[src/rtl/multiplicador_algoritmico.sv]
// Iterative signed shift-and-add multiplier. Operands become magnitudes plus a sign bit,
// one add/shift step runs per clock, and the sign is re-applied in a final FIX cycle.
module multiplicador_algoritmico #(
  parameter int tamanyo = 32
) (
  input  logic                     CLK,
  input  logic                     RSTa,
  input  logic                     Start,
  input  logic [tamanyo-1:0]       A,
  input  logic [tamanyo-1:0]       B,
  output logic [2*tamanyo-1:0]     P,
  output logic                     Busy,
  output logic                     Done
);

  localparam int CW = $clog2(tamanyo);

  typedef enum logic [1:0] {IDLE, OPERATE, FIX} state_t;

  state_t                 state_q, state_d;
  logic [tamanyo-1:0]     mag_a_q, mag_a_d;
  logic [tamanyo-1:0]     mult_q, mult_d;
  logic [tamanyo-1:0]     accu_q, accu_d;
  logic                   sign_q, sign_d;
  logic [CW-1:0]          cnt_q, cnt_d;
  logic [2*tamanyo-1:0]   p_q, p_d;
  logic                   done_q, done_d;
  logic                   busy_q, busy_d;

  logic [tamanyo:0]       sum;
  logic [2*tamanyo-1:0]   product;

  always_ff @(posedge CLK or negedge RSTa) begin
    if (!RSTa) begin
      state_q <= IDLE;
      mag_a_q <= '0;
      mult_q  <= '0;
      accu_q  <= '0;
      sign_q  <= 1'b0;
      cnt_q   <= '0;
      p_q     <= '0;
      done_q  <= 1'b0;
      busy_q  <= 1'b0;
    end else begin
      state_q <= state_d;
      mag_a_q <= mag_a_d;
      mult_q  <= mult_d;
      accu_q  <= accu_d;
      sign_q  <= sign_d;
      cnt_q   <= cnt_d;
      p_q     <= p_d;
      done_q  <= done_d;
      busy_q  <= busy_d;
    end
  end

  always_comb begin
    state_d = state_q;
    mag_a_d = mag_a_q;
    mult_d  = mult_q;
    accu_d  = accu_q;
    sign_d  = sign_q;
    cnt_d   = cnt_q;
    p_d     = p_q;
    done_d  = 1'b0;
    busy_d  = busy_q;
    // Carry of the partial-product addition is kept and shifted into ACCU.
    sum     = {1'b0, accu_q} + (mult_q[0] ? {1'b0, mag_a_q} : '0);
    product = {accu_q, mult_q};

    unique case (state_q)
      IDLE: begin
        if (Start) begin
          // -2^(tamanyo-1) negates to itself, which reads correctly as unsigned 2^(tamanyo-1).
          mag_a_d = A[tamanyo-1] ? (~A + 1'b1) : A;
          mult_d  = B[tamanyo-1] ? (~B + 1'b1) : B;
          sign_d  = A[tamanyo-1] ^ B[tamanyo-1];
          accu_d  = '0;
          cnt_d   = '0;
          busy_d  = 1'b1;
          state_d = OPERATE;
        end
      end
      OPERATE: begin
        accu_d = sum[tamanyo:1];
        mult_d = {sum[0], mult_q[tamanyo-1:1]};
        cnt_d  = cnt_q + 1'b1;
        if (cnt_q == CW'(tamanyo - 1)) state_d = FIX;
      end
      FIX: begin
        p_d     = sign_q ? -product : product;
        done_d  = 1'b1;
        busy_d  = 1'b0;
        state_d = IDLE;
      end
      default: state_d = IDLE;
    endcase
  end

  assign P    = p_q;
  assign Done = done_q;
  assign Busy = busy_q;

endmodule

[config.mk]
export PLATFORM = sky130hd
export DESIGN_NAME = multiplicador_algoritmico
export DESIGN_NICKNAME = d
export VERILOG_FILES = /design/src/rtl/multiplicador_algoritmico.sv
export SDC_FILE = /design/constraint.sdc
export NUM_CORES = 1
export LEC_CHECK = 0
export CAP_MARGIN = 20
export CORE_ASPECT_RATIO = 1.4
export CORE_MARGIN = 1.5
export CORE_UTILIZATION = 36
export CTS_BUF_LIST = sky130_fd_sc_hd__clkbuf_2
export CTS_CLUSTER_DIAMETER = 30
export DETAILED_ROUTE_END_ITERATION = 8
export GPL_TIMING_DRIVEN = 1
export PLACE_DENSITY = 0.53
export SKIP_CTS_REPAIR_TIMING = 1
export SYNTH_ARGS = -nofsm -noshare
export SYNTH_HDL_FRONTEND = slang
export SYNTH_SLANG_ARGS = --single-unit
[constraint.sdc]
create_clock -name CLK -period 4.28 [get_ports CLK]
set_clock_uncertainty 0.15 [all_clocks]
set_input_delay 0.642 -clock CLK [delete_from_list [all_inputs] [get_ports CLK]]
set_output_delay 0.642 -clock CLK [all_outputs]
set_load 0.005 [all_outputs]
==> flow_metrics.tcl, run 1 <==
set metrics [dict create \
    status "complete, no violations" \
    final.setup.tns_ns 0 \
    synth_edf_count 0 \
    arrival_ns 4.17 \
    cts.reportedPaths.clkPinSlew_ns 0.27 \
    synth_area_leaders "dfrtp_1 (39%), xor2_1 (10%), o21ai_0 (8.1%), nand2_1 (7.0%), ha_1 (4.3%)" \
    viasPerCell 5.394 \
    drive_gt1_share_pct 5.451 \
    p_leak_nw 5.359 \
    synth_most_common_cell "nand2_1" \
    reg2regPathDepth 11 \
    setup_viol 0 \
    core_sq_mm 0.02935 \
    drtAntennaViolNets 0 \
    stdcell_area_sq_mm 0.01284 \
    slew_viol_final 0 \
    path_depth 11 \
    cts_tree "done" \
    power.net_switching_mw 3.777 \
    finalNonFillerCells 1757 \
    async_flop_share_pct 100.0 \
    avgRoutedWirePerCell_microns 17.94 \
    post_dp_cell_area_sq_mm 0.01252 \
    path_cells "and2_1 -> ha_1 -> inv_1 -> fa_1 -> nor2b_1 -> o21bai_1 -> a211oi_1 -> a41o_1 -> a31oi_1 -> or4_1 -> nand3_1" \
    clockPowerShare_pct 11.7 \
    post-route-period-util_pct 83.54 \
    vias 9478 \
    required_ns 4.87 \
    p_seq_share_pct 36.1 \
    critPathLaunch "mult_q[0]" \
    drc 0 \
    max_slew_margin_pct 31.96 \
    synth_largest_area_cell "dfrtp_1" \
    first_global_vias 9169 \
    synth_nets 1363 \
    grt_overflow 0 \
    power_density_mw_per_mm2 621.4 \
    combPwrFrac_pct 52.1 \
    path_max_fanout 18 \
    p_sw_share_pct 47.32 \
    grt_max_degree 79 \
    rows 74 \
    slowest_delay_ns 0.62 \
    antenna_found_initial 1 \
    ioPinCount 133 \
    vdd_drop_max_mv 0.1867 \
    fin_util_pct 43.76 \
    clock_path_buffers 2 \
    critPathBufInv 1 \
    synth_common_cells "nand2_1 (200), o21ai_0 (175), dfrtp_1 (170), xor2_1 (128), clkbuf_1 (57)" \
    yosysTopAreaCellShare_pct 39.40 \
    final_hold_viol_count 0 \
    tightest_slew_ns 1.021 \
    die_area_sq_mm 0.03106 \
    criticalPathCategory "flop to flop" \
    drt-pass1-iter-count 4 \
    h-tree-depth 4 \
    p_int_mw 4.204 \
    max_freq_mhz 279.7 \
    clock-sinks 170 \
    yosys_register_bits 170 \
    cts-root-buf "clkbuf_2" \
    initial_utilization_pct 36.79 \
    synth_cell_types 66 \
    timing.final.crit_period_ns 3.576 \
    grt_setup_unrepaired "no" \
    cts_made_buffers 17 \
    gp_congestion 0.9001 \
    first_iter_violations 485 \
    ys_warn_count 0 \
    wl_mm 31.52 \
    nets 1468 \
    syn_to_final_growth_pct 18.95 \
    cp_slowest_cell "dfrtp_1" \
    dp_cells 1721 \
    die_h_microns 207.9 \
    hold_path.class "input pin to asynchronous set/reset pin" \
    grt_usage_pct 20.47 \
    cap_violations 0 \
    clk_latency_ns 0.81 \
    synth_area_sq_mm 0.01080 \
    reg2reg_from "mult_q[0]" \
    yosysSeqAreaShare_pct 39.40 \
    synthFlopType "dfrtp_1" \
    crit_family "compound AO/OA/AOI/OAI gates" \
    synthCells 1258 \
    syn_area_per_cell_sq_um 8.583 \
    die_w_microns 149.4 \
    grt_pass1_wl_mm 49.89 \
    port_buffers 132 \
    crit_path_start_kind "flop" \
    end_kind "flop" \
    hpwl_mm 24.25 \
]
## kinds of logic (layout without fill, tap and decap cells)
family | count (synthesis) | after routing | synth area share, %
buffers and inverters | 86 | 204 | 3.059
other | 0 | 1 | 0
adders and majority gates | 38 | 38 | 4.473
DFF | 170 | 170 | 39.40
xor gates and xnor gates | 146 | 146 | 11.84
muxes | 4 | 4 | 0.3708
and+or+nand+nor | 425 | 425 | 19.14
AOI/OAI and AO/OA | 389 | 389 | 21.72
## area by class of cell
cell class | count | area [sq um]
fillers | 3006 | 16510
multi-input cells | 1002 | 6241
flip-flops and latches | 170 | 4254
repair buffers | 151 | 1533
well taps | 380 | 475.5
clock inverters | 15 | 173.9
clock buffers | 17 | 85.08
inverters | 21 | 78.83
diodes | 1 | 2.502
## through the flow
step	setup WS, ns	hold slack (ns)	total power, mW
global placement	0.8161	0.3068	7.022
global route	0.3944	0.2339	8.663
detailed placement	0.7420	0.3118	7.068
CTS	0.6793	-0.3949	8.018
floorplan	1.197	0.1964	5.708
finish	0.7045	0.2153	7.981
## flip-flops by register name (all words and copies together), names as in the netlist
register,flops
mag_a_q,32
mult_q,32
sign_q,1
accu_q,32
state_q,2
Busy,1
cnt_q,5
P,64
Done,1
## final timing paths
check,endpoint,slack (ns)
worst min-delay path,P[23],0.22
min in group CLK,mag_a_q[31],0.31
worst min register to register,mag_a_q[10],0.35
worst max register to register,accu_q[27],0.70
worst max-delay path,accu_q[27],0.70
max in group asynchronous,mag_a_q[20],2.74
## power groups by stage
stage / Sequential (mW) / Combinational [mW] / Clock [mW]
2_1_floorplan: 2.62 / 3.09 / 0
3_3_place_gp: 2.91 / 4.11 / 0
3_5_place_dp: 2.92 / 4.15 / 0
4_1_cts: 2.88 / 4.17 / 0.970
5_1_grt: 2.97 / 4.67 / 1.03
6_report: 2.89 / 4.16 / 0.937
## worst register-to-register path, delay by kind of cell, from the launching register on
| family | cells | cell delay, ns |
|---|---|---|
| buffers and inverters | 1 | 0.06 |
| AOI/OAI and AO/OA | 4 | 1.14 |
| DFF | 1 | 0.62 |
| and+or+nand+nor | 4 | 0.96 |
| adders and majority gates | 2 | 0.58 |
## layout by cell type, fill, tap and decap left out, types with 4 or more instances in the layout
| master | count |
|---|---|
| nand2_1 | 199 |
| o21ai_0 | 175 |
| dfrtp_1 | 170 |
| clkdlybuf4s50_1 | 131 |
| xor2_1 | 128 |
| nor2_1 | 45 |
| a21oi_1 | 45 |
| o31ai_1 | 40 |
| ha_1 | 37 |
| and2_1 | 36 |
| o21ai_1 | 34 |
| a22oi_1 | 32 |
| nand3_1 | 32 |
| inv_1 | 20 |
| or3_1 | 19 |
| xnor2_1 | 18 |
| nor3_1 | 17 |
| clkbuf_2 | 17 |
| buf_4 | 14 |
| nand4_1 | 12 |
| or4_1 | 11 |
| a21o_1 | 9 |
| nor4_1 | 9 |
| o41ai_1 | 9 |
| a211oi_1 | 8 |
| a31oi_1 | 7 |
| nand2b_1 | 6 |
| nor2b_1 | 6 |
| or2_2 | 5 |
| nand3b_1 | 4 |
| mux2i_1 | 4 |
## routing by layer
layer / vias up / wire length, microns / global-route usage [%]
met5: - / 0 / 0
met1: 4561 / 13810 / 24.89
li1: 4698 / - / -
met2: 180 / 16210 / 36.96
met3: 39 / 858 / 2.566
met4: 0 / 641 / 6.384
Power figures use the tool's default switching activity.
==> run 2, diff against run 1 <==
--- a/config.mk
+++ b/config.mk
@@ -13,7 +13,7 @@
 export CTS_CLUSTER_DIAMETER = 30
 export DETAILED_ROUTE_END_ITERATION = 8
 export GPL_TIMING_DRIVEN = 1
-export PLACE_DENSITY = 0.53
+export PLACE_DENSITY = 0.55
 export SKIP_CTS_REPAIR_TIMING = 1
 export SYNTH_ARGS = -nofsm -noshare
 export SYNTH_HDL_FRONTEND = slang
==> constraint.sdc (replaced) <==
create_clock -name CLK -period 3.1 [get_ports CLK]
set_clock_uncertainty 0.15 [all_clocks]
set_input_delay 0.465 -clock CLK [delete_from_list [all_inputs] [get_ports CLK]]
set_output_delay 0.465 -clock CLK [all_outputs]
set_load 0.005 [all_outputs]
==> flow_metrics.tcl, run 2 (synthesis results as in run 1) <==
set metrics [dict create \
    required_ns 3.61 \
    arrival_ns 3.57 \
    drc 0 \
    core_sq_mm 0.02935 \
    grt_pass1_wl_mm 51.23 \
    tightest_slew_ns 0.7756 \
    path_cells "buf_8 -> and2_1 -> ha_1 -> a211oi_2 -> o22ai_1 -> a311o_1 -> a221o_1 -> a31oi_4 -> buf_4 -> xor2_1 -> o21ai_0" \
    h-tree-depth 4 \
    cts-root-buf "clkbuf_2" \
    grt_max_degree 96 \
    clock_path_buffers 2 \
    fin_util_pct 46.65 \
    hold_path.class "input pin to flop" \
    first_global_vias 9746 \
    first_iter_violations 553 \
    slowest_delay_ns 0.55 \
    gp_congestion 0.8975 \
    layout_commonest_cell "nand2_1" \
    post-route-period-util_pct 98.88 \
    drt-pass1-iter-count 5 \
    max_freq_mhz 326.3 \
    die_area_sq_mm 0.03106 \
    cts.reportedPaths.clkPinSlew_ns 0.26 \
    port_buffers 132 \
    final_hold_viol_count 0 \
    initial_utilization_pct 36.79 \
    post_dp_cell_area_sq_mm 0.01323 \
    cts_tree "done" \
    dp_slack_ns -0.1450 \
    vias 9753 \
    setup_viol 0 \
    criticalPathCategory "flop to flop" \
    viasPerCell 5.272 \
    finalNonFillerCells 1850 \
    power_density_mw_per_mm2 883.9 \
    hpwl_mm 24.78 \
    end_kind "flop" \
    final.setup.tns_ns 0 \
    p_leak_nw 5.817 \
    whs_path_depth 3 \
    path_max_fanout 26 \
    die_w_microns 149.4 \
    nets 1561 \
    grt_setup_unrepaired "yes" \
    drive_gt1_share_pct 12.93 \
    stdcell_area_sq_mm 0.01369 \
    syn_to_final_growth_pct 26.81 \
    max_slew_margin_pct 48.29 \
    critPathBufInv 2 \
    clk_latency_ns 0.81 \
    avgRoutedWirePerCell_microns 17.22 \
    cap_violations 0 \
    cts_made_buffers 17 \
    vdd_drop_max_mv 0.2773 \
    dp_cells 1813 \
    grt_usage_pct 20.99 \
    clock-sinks 170 \
    crit_path_start_kind "flop" \
    die_h_microns 207.9 \
    fin_ws_ns 0.03487 \
    fillers 2912 \
    mostFrequentLayoutCells "nand2_1 (199), o21ai_0 (174), dfrtp_1 (169)" \
    ioPinCount 133 \
    drtAntennaViolNets 0 \
    slew_viol_final 0 \
    cp_slowest_cell "dfrtp_2" \
    wl_mm 31.86 \
    timing.final.crit_period_ns 3.065 \
    largest_reg_flops 64 \
    crit_family "compound AO/OA/AOI/OAI gates" \
    grt_overflow 0 \
    reg2regPathDepth 11 \
    status "complete, no violations" \
    rows 74 \
    path_depth 11 \
    antenna_found_initial 1 \
]
==> run 2: final timing paths <==
kind | startpoint | endpoint | slack [ns]
max | mult_q[0] | accu_q[23] | 0.03
min | A[0] | mag_a_q[0] | 0.12
max reg2reg | mult_q[0] | accu_q[23] | 0.03
min reg2reg | mag_a_q[16] | mag_a_q[16] | 0.35
max in group asynchronous | RSTa | mag_a_q[12] | 1.65
min in group asynchronous | RSTa | mag_a_q[25] | 0.49
==> run 2: final cells by class <==
| cell class | instances | area (sq um) | share of cell area, % |
|---|---|---|---|
| clock buffers | 19 | 95.09 | 0.6944 |
| clock inverters | 13 | 168.9 | 1.234 |
| diodes | 1 | 2.502 | 0.01827 |
| flip-flops and latches | 170 | 4255 | 31.08 |
| inverters | 21 | 78.83 | 0.5757 |
| multi-input cells | 1002 | 6379 | 46.58 |
| well taps | 380 | 475.5 | 3.472 |
| repair buffers | 244 | 2238 | 16.35 |
==> run 2: tightest hold or removal path: stages <==
cell and delay [ns]:
clkdlybuf4s50_1 0.43, inv_1 0.09, o21ai_0 0.08
==> run 2: metal layers <==
| layer | vias up | GRT usage, % | part of all wire (%) | wire, microns |
|---|---|---|---|---|
| li1 | 4885 | - | - | - |
| met1 | 4581 | 25.36 | 43 | 13610 |
| met2 | 229 | 36.56 | 50 | 16030 |
| met3 | 58 | 3.421 | 3.7 | 1169 |
| met4 | 0 | 8.569 | 3.3 | 1058 |
| met5 | - | 0 | 0 | 0 |
==> run 2: through the flow <==
step                      total power, mW  hold slack [ns]
after detailed placement            10.60           0.3008
final                               12.10           0.1172
after global placement              10.51           0.2974
after floorplan                     7.881          0.01941
after CTS                           11.90          -0.6178
after global routing                13.18          0.09016
==> run 2: report_power, final <==
part,switching (mW),leakage (nW),total (mW),internal (mW)
combinational,3.90,3.62,7.07,3.18
sequential,0.764,2.06,3.73,2.96
clock,0.841,0.136,1.30,0.461
total,5.50,5.82,12.1,6.60
==> run 3, diff against run 2 <==
--- a/config.mk
+++ b/config.mk
@@ -8,12 +8,12 @@
 export CAP_MARGIN = 20
 export CORE_ASPECT_RATIO = 1.4
 export CORE_MARGIN = 1.5
-export CORE_UTILIZATION = 36
+export CORE_UTILIZATION = 40
 export CTS_BUF_LIST = sky130_fd_sc_hd__clkbuf_2
 export CTS_CLUSTER_DIAMETER = 30
 export DETAILED_ROUTE_END_ITERATION = 8
 export GPL_TIMING_DRIVEN = 1
-export PLACE_DENSITY = 0.55
+export PLACE_DENSITY = 0.6
 export SKIP_CTS_REPAIR_TIMING = 1
 export SYNTH_ARGS = -nofsm -noshare
 export SYNTH_HDL_FRONTEND = slang
==> flow_metrics.tcl, run 3 (synthesis results as in run 1) <==
set metrics [dict create \
    status "complete, no violations" \
    r2r_slack_ns 0.08 \
    largest_reg_flops 64 \
    die_area_sq_mm 0.02800 \
    setup_viol 0 \
    vias 9791 \
    first_global_vias 9409 \
    p_leak_nw 5.853 \
    power_density_mw_per_mm2 890.8 \
    post-route-period-util_pct 97.57 \
    drt-pass1-iter-count 5 \
    cap_violations 0 \
    mostFrequentLayoutCells "nand2_1 (198), o21ai_0 (174), dfrtp_1 (169)" \
    multiInputGateArea_sq_mm 0.006414 \
    vdd_drop_max_mv 0.3340 \
    grt_usage_pct 22.49 \
    gp_congestion 0.9290 \
    max_slew_margin_pct 44.83 \
    ff_latch_area_sq_mm 0.004255 \
    drive_gt1_share_pct 13.32 \
    hold_path.class "input pin to flop" \
    grt_max_degree 66 \
    reg2reg_from "mult_q[0]" \
    clock_path_buffers 2 \
    wl_mm 31.14 \
    final_hold_viol_count 0 \
    clk_latency_ns 0.82 \
    cp-endpoint "accu_q[17]" \
    die_h_microns 197.4 \
    h-tree-depth 4 \
    slew_viol_final 0 \
    rows 71 \
    cts.reportedPaths.clkPinSlew_ns 0.24 \
    path_max_fanout 6 \
    nets 1563 \
    grt_pass1_wl_mm 49.16 \
    avgRoutedWirePerCell_microns 16.95 \
    fillers 2588 \
    critPathLaunch "mult_q[0]" \
    initial_utilization_pct 40.38 \
    hpwl_mm 23.81 \
    criticalPathCategory "flop to flop" \
    cts_tree "done" \
    grt_overflow 0 \
    drc 0 \
    cts_made_buffers 17 \
    first_iter_violations 528 \
    syn_to_final_growth_pct 27.18 \
    viasPerCell 5.330 \
    required_ns 3.67 \
    r2r-end "accu_q[17]" \
    port_buffers 132 \
    reg2regPathDepth 12 \
    antenna_found_initial 1 \
    p_total_mw 12.23 \
    drtAntennaViolNets 0 \
    ioPinCount 133 \
    core_sq_mm 0.02674 \
    timing.final.crit_period_ns 3.025 \
    fin_util_pct 51.36 \
    grt_setup_unrepaired "yes" \
    tightest_slew_ns 0.8275 \
    max_freq_mhz 330.6 \
    crit_path_start_kind "flop" \
    final.setup.tns_ns 0 \
    finalHoldWorstSlack_ns 0.1450 \
    clock-sinks 170 \
    die_w_microns 141.9 \
    cts-root-buf "clkbuf_2" \
    arrival_ns 3.59 \
    end_kind "flop" \
    layout_commonest_cell "nand2_1" \
]
run 3: cell types whose count changed in the layout (fill, tap and decap cells not counted), sizes merged:
| cell | change |
|---|---|
| bufinv | +1 |
| clkinvlp | -5 |
| dlymetal6s2s | +1 |
| clkinv | +5 |
run 3: routing by layer:
metal  share of wire [%]  vias to the layer above  GRT usage, %
li1                    -                     4896             -
met1                  43                     4577         27.59
met2                  51                      254         39.77
met3                 3.5                       64         2.885
met4                 3.3                        0         9.011
met5                   0                        -             0
run 3: cell type report:
class	instances	share of cell area, %
multi-input combinational	1002	46.70
sequential	170	30.99
timing repair buffer	246	16.34
tap	365	3.325
clock inverter	14	1.403
clock buffer	18	0.6560
inverter	21	0.5740
antenna	1	0.01822
run 3: worst min path at each step:
stage,to,cells after the start,from
after floorplan,Busy,0,RSTa
after global placement,mult_q[14],1,RSTa
after detailed placement,P[24],1,RSTa
after CTS,mult_q[10],1,RSTa
after global routing,mag_a_q[31],2,A[29]
final,mag_a_q[0],3,A[0]
run 3: report_power, final:
| part | leakage, nW | switching, mW | internal, mW | total, mW |
|---|---|---|---|---|
| clock network | 0.166 | 0.837 | 0.540 | 1.38 |
| registers | 2.06 | 0.753 | 2.96 | 3.72 |
| logic | 3.63 | 3.90 | 3.24 | 7.14 |
run 3: stage by stage:
stage               cells  setup slack [ns]  area, sq um
detailed placement   1799           -0.2114        13210
finish               1837           0.07547        13730
CTS                  1831           -0.2761        13490
global route         1837          -0.05314        13730
global placement     1799           -0.1337        13210
floorplan            1258           0.01738        10800
run 3: worst max-delay path, stage by stage, from the launching register on:
cell and delay, ns:
dfrtp_2 0.50, dlymetal6s2s_1 0.20, and2_1 0.18, ha_4 0.24, a211oi_4 0.31, buf_4 0.18
a211oi_2 0.08, buf_4 0.15, a31o_2 0.26, buf_4 0.17, a311oi_2 0.25, xor2_1 0.19
o21ai_0 0.10
==> variant: new RTL, flow settings as in run 1 <==
Encoding of `state_t`: now one-hot (3 bits for 3 states).
--- a/src/rtl/multiplicador_algoritmico.sv
+++ b/src/rtl/multiplicador_algoritmico.sv
@@ -15,7 +15,7 @@
 
   localparam int CW = $clog2(tamanyo);
 
-  typedef enum logic [1:0] {IDLE, OPERATE, FIX} state_t;
+  typedef enum logic [2:0] {IDLE = 3'b001, OPERATE = 3'b010, FIX = 3'b100} state_t;
 
   state_t                 state_q, state_d;
   logic [tamanyo-1:0]     mag_a_q, mag_a_d;
Check against the original RTL: no difference found for any inputs over 10 cycles, from zero or initial values and one cycle with RSTa low; not proved beyond that.
==> variant against run 1 <==
Routed wire length down 10%. Critical path depth up 2. Total power down 15%. Hold slack better by 0.045 ns. Area after synthesis down 1.5%. First-iteration DRC count down 24%. Clock power down 4.7%. Design area down 1.1%. Setup slack worse by 0.23 ns. Die area down 1.5%. Non-clock buffer count up 5. Sequential cell count up 1. Global-route usage down 1.4 points. Highest routed layer unchanged.
==> variant: results (changes against run 1) <==
stage,metric,value,unit,change
status,status,"finished, final reports clean",,unchanged
drt,sum of met2 wire segment lengths after detailed routing,14.97,mm,was 16.21 mm
layout,total of fill cells in the finished design,2962,,was 3006
grt,number of global-route vias before repair,8816,,was 9169
yosys,fraction of synthesized cell area in xor and xnor cells,12.11,%,was 11.84%
power,Max VDD drop,0.2068,mV,was 0.1867 mV
drt,total via count after detailed routing,8959,,was 9478
drt,Total Routed Length,28.35,mm,was 31.52 mm
grt,wire length of the first global-routing pass,45.96,mm,was 49.89 mm
grt,met2 usage,35.53,%,was 36.96%
placed_design,half-perimeter wire length after placement,21.32,mm,was 24.25 mm
placed_design,worst slack after detailed placement,0.4242,ns,was 0.7420 ns
setup_path,critical path data required time,4.88,ns,was 4.87 ns
drt,length of routed met3 wiring,751,um,was 858 um
yosys,post-synthesis cell type count,67,,was 66
layout,fin cells,1713,,was 1757
floorplan,Core Box Area,29170,sq um,was 29350 sq um
placed_design,instance area after placement,12410,sq um,was 12520 sq um
yosys,most common flop cell mapped by yosys,sky130_fd_sc_hd__dfrtp_1,,unchanged
placed_design,weighted congestion reported at the end of routability-driven placement,0.8624,,was 0.9001
yosys,net count after synthesis,1311,,was 1363
grt,met3 track demand over resource,2.583,%,was 2.566%
power,static power due to leakage,5.558,nW,was 5.359 nW
drt,wire length on met1,12.27,mm,was 13.81 mm
yosys,top cells by instance count after synthesis,"sky130_fd_sc_hd__o21ai_0, sky130_fd_sc_hd__nand2_1, sky130_fd_sc_hd__dfrtp_1, sky130_fd_sc_hd__xor2_1, sky130_fd_sc_hd__clkbuf_1",,"was sky130_fd_sc_hd__nand2_1, sky130_fd_sc_hd__o21ai_0, sky130_fd_sc_hd__dfrtp_1, sky130_fd_sc_hd__xor2_1, sky130_fd_sc_hd__clkbuf_1"
setup_path,largest fanout on the critical path,9,,was 18
drt,Starting DRT DRC Count,371,,was 485
cts,clock-pin transition on the worst setup and hold timing paths,0.24,ns,was 0.27 ns
yosys,sequential area share after synthesis,40.26,%,was 39.40%
grt,gr usage total,19.03,%,was 20.47%
setup_path,largest incremental delay on the critical path,0.56,ns,was 0.62 ns
yosys,Compound-Gate Fraction of Synth Area,21.97,%,was 21.71%
worst_hold_path,class of the most critical hold timing path,in2async,,unchanged
layout,net count of the finished layout,1425,,was 1468
cts,clock buffer count from CTS,17,,unchanged
drt,first-pass detailed-route iteration total,5,,was 4
grt,maximum number of pins on one net before global-route repair,111,,was 79
layout,share of final-layout standard cells stronger than drive strength 1,6.156,%,was 5.451%
grt,met1 global-route usage,22.79,%,was 24.89%
cts,Max Root-Sink Buffers,2,,unchanged
timing,worst rel slew slack,32.36,%,was 31.96%
yosys,Synth Instances,1206,,was 1258
yosys,"top cells by area, synth","sky130_fd_sc_hd__dfrtp_1, sky130_fd_sc_hd__xor2_1, sky130_fd_sc_hd__o21ai_0",,unchanged
yosys,proportion of synthesized area in mux cells,0.1883,%,was 0.3708%
yosys,Post-Synth Adder-Cell Area,4.543,%,was 4.473%
## variant: cell count changes in the layout (fill, tap and decap cells not counted), sizes merged, moves of 7 or more
cell and change:
a21o +10, a21oi -13, nand2 -9, inv -7, nand3 -11, o21ai +7, nor2 -19, or3 +9
## variant: layout make-up
| cell class | count | area (sq um) | share of cell area, % |
|---|---|---|---|
| multi-input combinational | 959 | 6095 | 48.00 |
| sequential | 171 | 4282 | 33.72 |
| timing repair buffer | 156 | 1555 | 12.25 |
| tap | 380 | 475.5 | 3.744 |
| clock inverter | 9 | 122.6 | 0.9656 |
| clock buffer | 22 | 110.1 | 0.8671 |
| inverter | 15 | 56.30 | 0.4434 |
| antenna | 1 | 2.502 | 0.01971 |
## variant: path summary, 6_finish.rpt
kind	startpoint	to	slack, ns	depth (start not counted)
max	mult_q[0]	accu_q[29]	0.47	13
min	RSTa	P[5]	0.26	2
max reg2reg	mult_q[0]	accu_q[29]	0.47	13
min reg2reg	mag_a_q[22]	mag_a_q[22]	0.35	2
max in group asynchronous	RSTa	P[58]	2.74	4
min in group CLK	A[0]	mag_a_q[0]	0.34	3
## variant: stage by stage
step	total power, mW	hold WS [ns]
after global placement	5.936	0.3053
after global routing	7.406	0.2847
after CTS	6.866	-0.3245
final	6.806	0.2604
after floorplan	4.898	0.1964
after detailed placement	5.965	0.3141
## variant: power by group
part | switching, mW | internal, mW | leakage, nW | total [mW]
Clock | 0.563 | 0.329 | 0.153 | 0.893
Sequential | 0.545 | 2.02 | 2.26 | 2.57
Combinational | 1.99 | 1.36 | 3.14 | 3.35
## variant: critical path: cells and delay by family (launching register included)
kind | cells | cell delay (ns)
and+or+nand+nor | 4 | 0.86
adders and majority gates | 2 | 0.57
buffers and inverters | 1 | 0.06
DFF | 1 | 0.56
AOI/OAI and AO/OA | 6 | 1.58
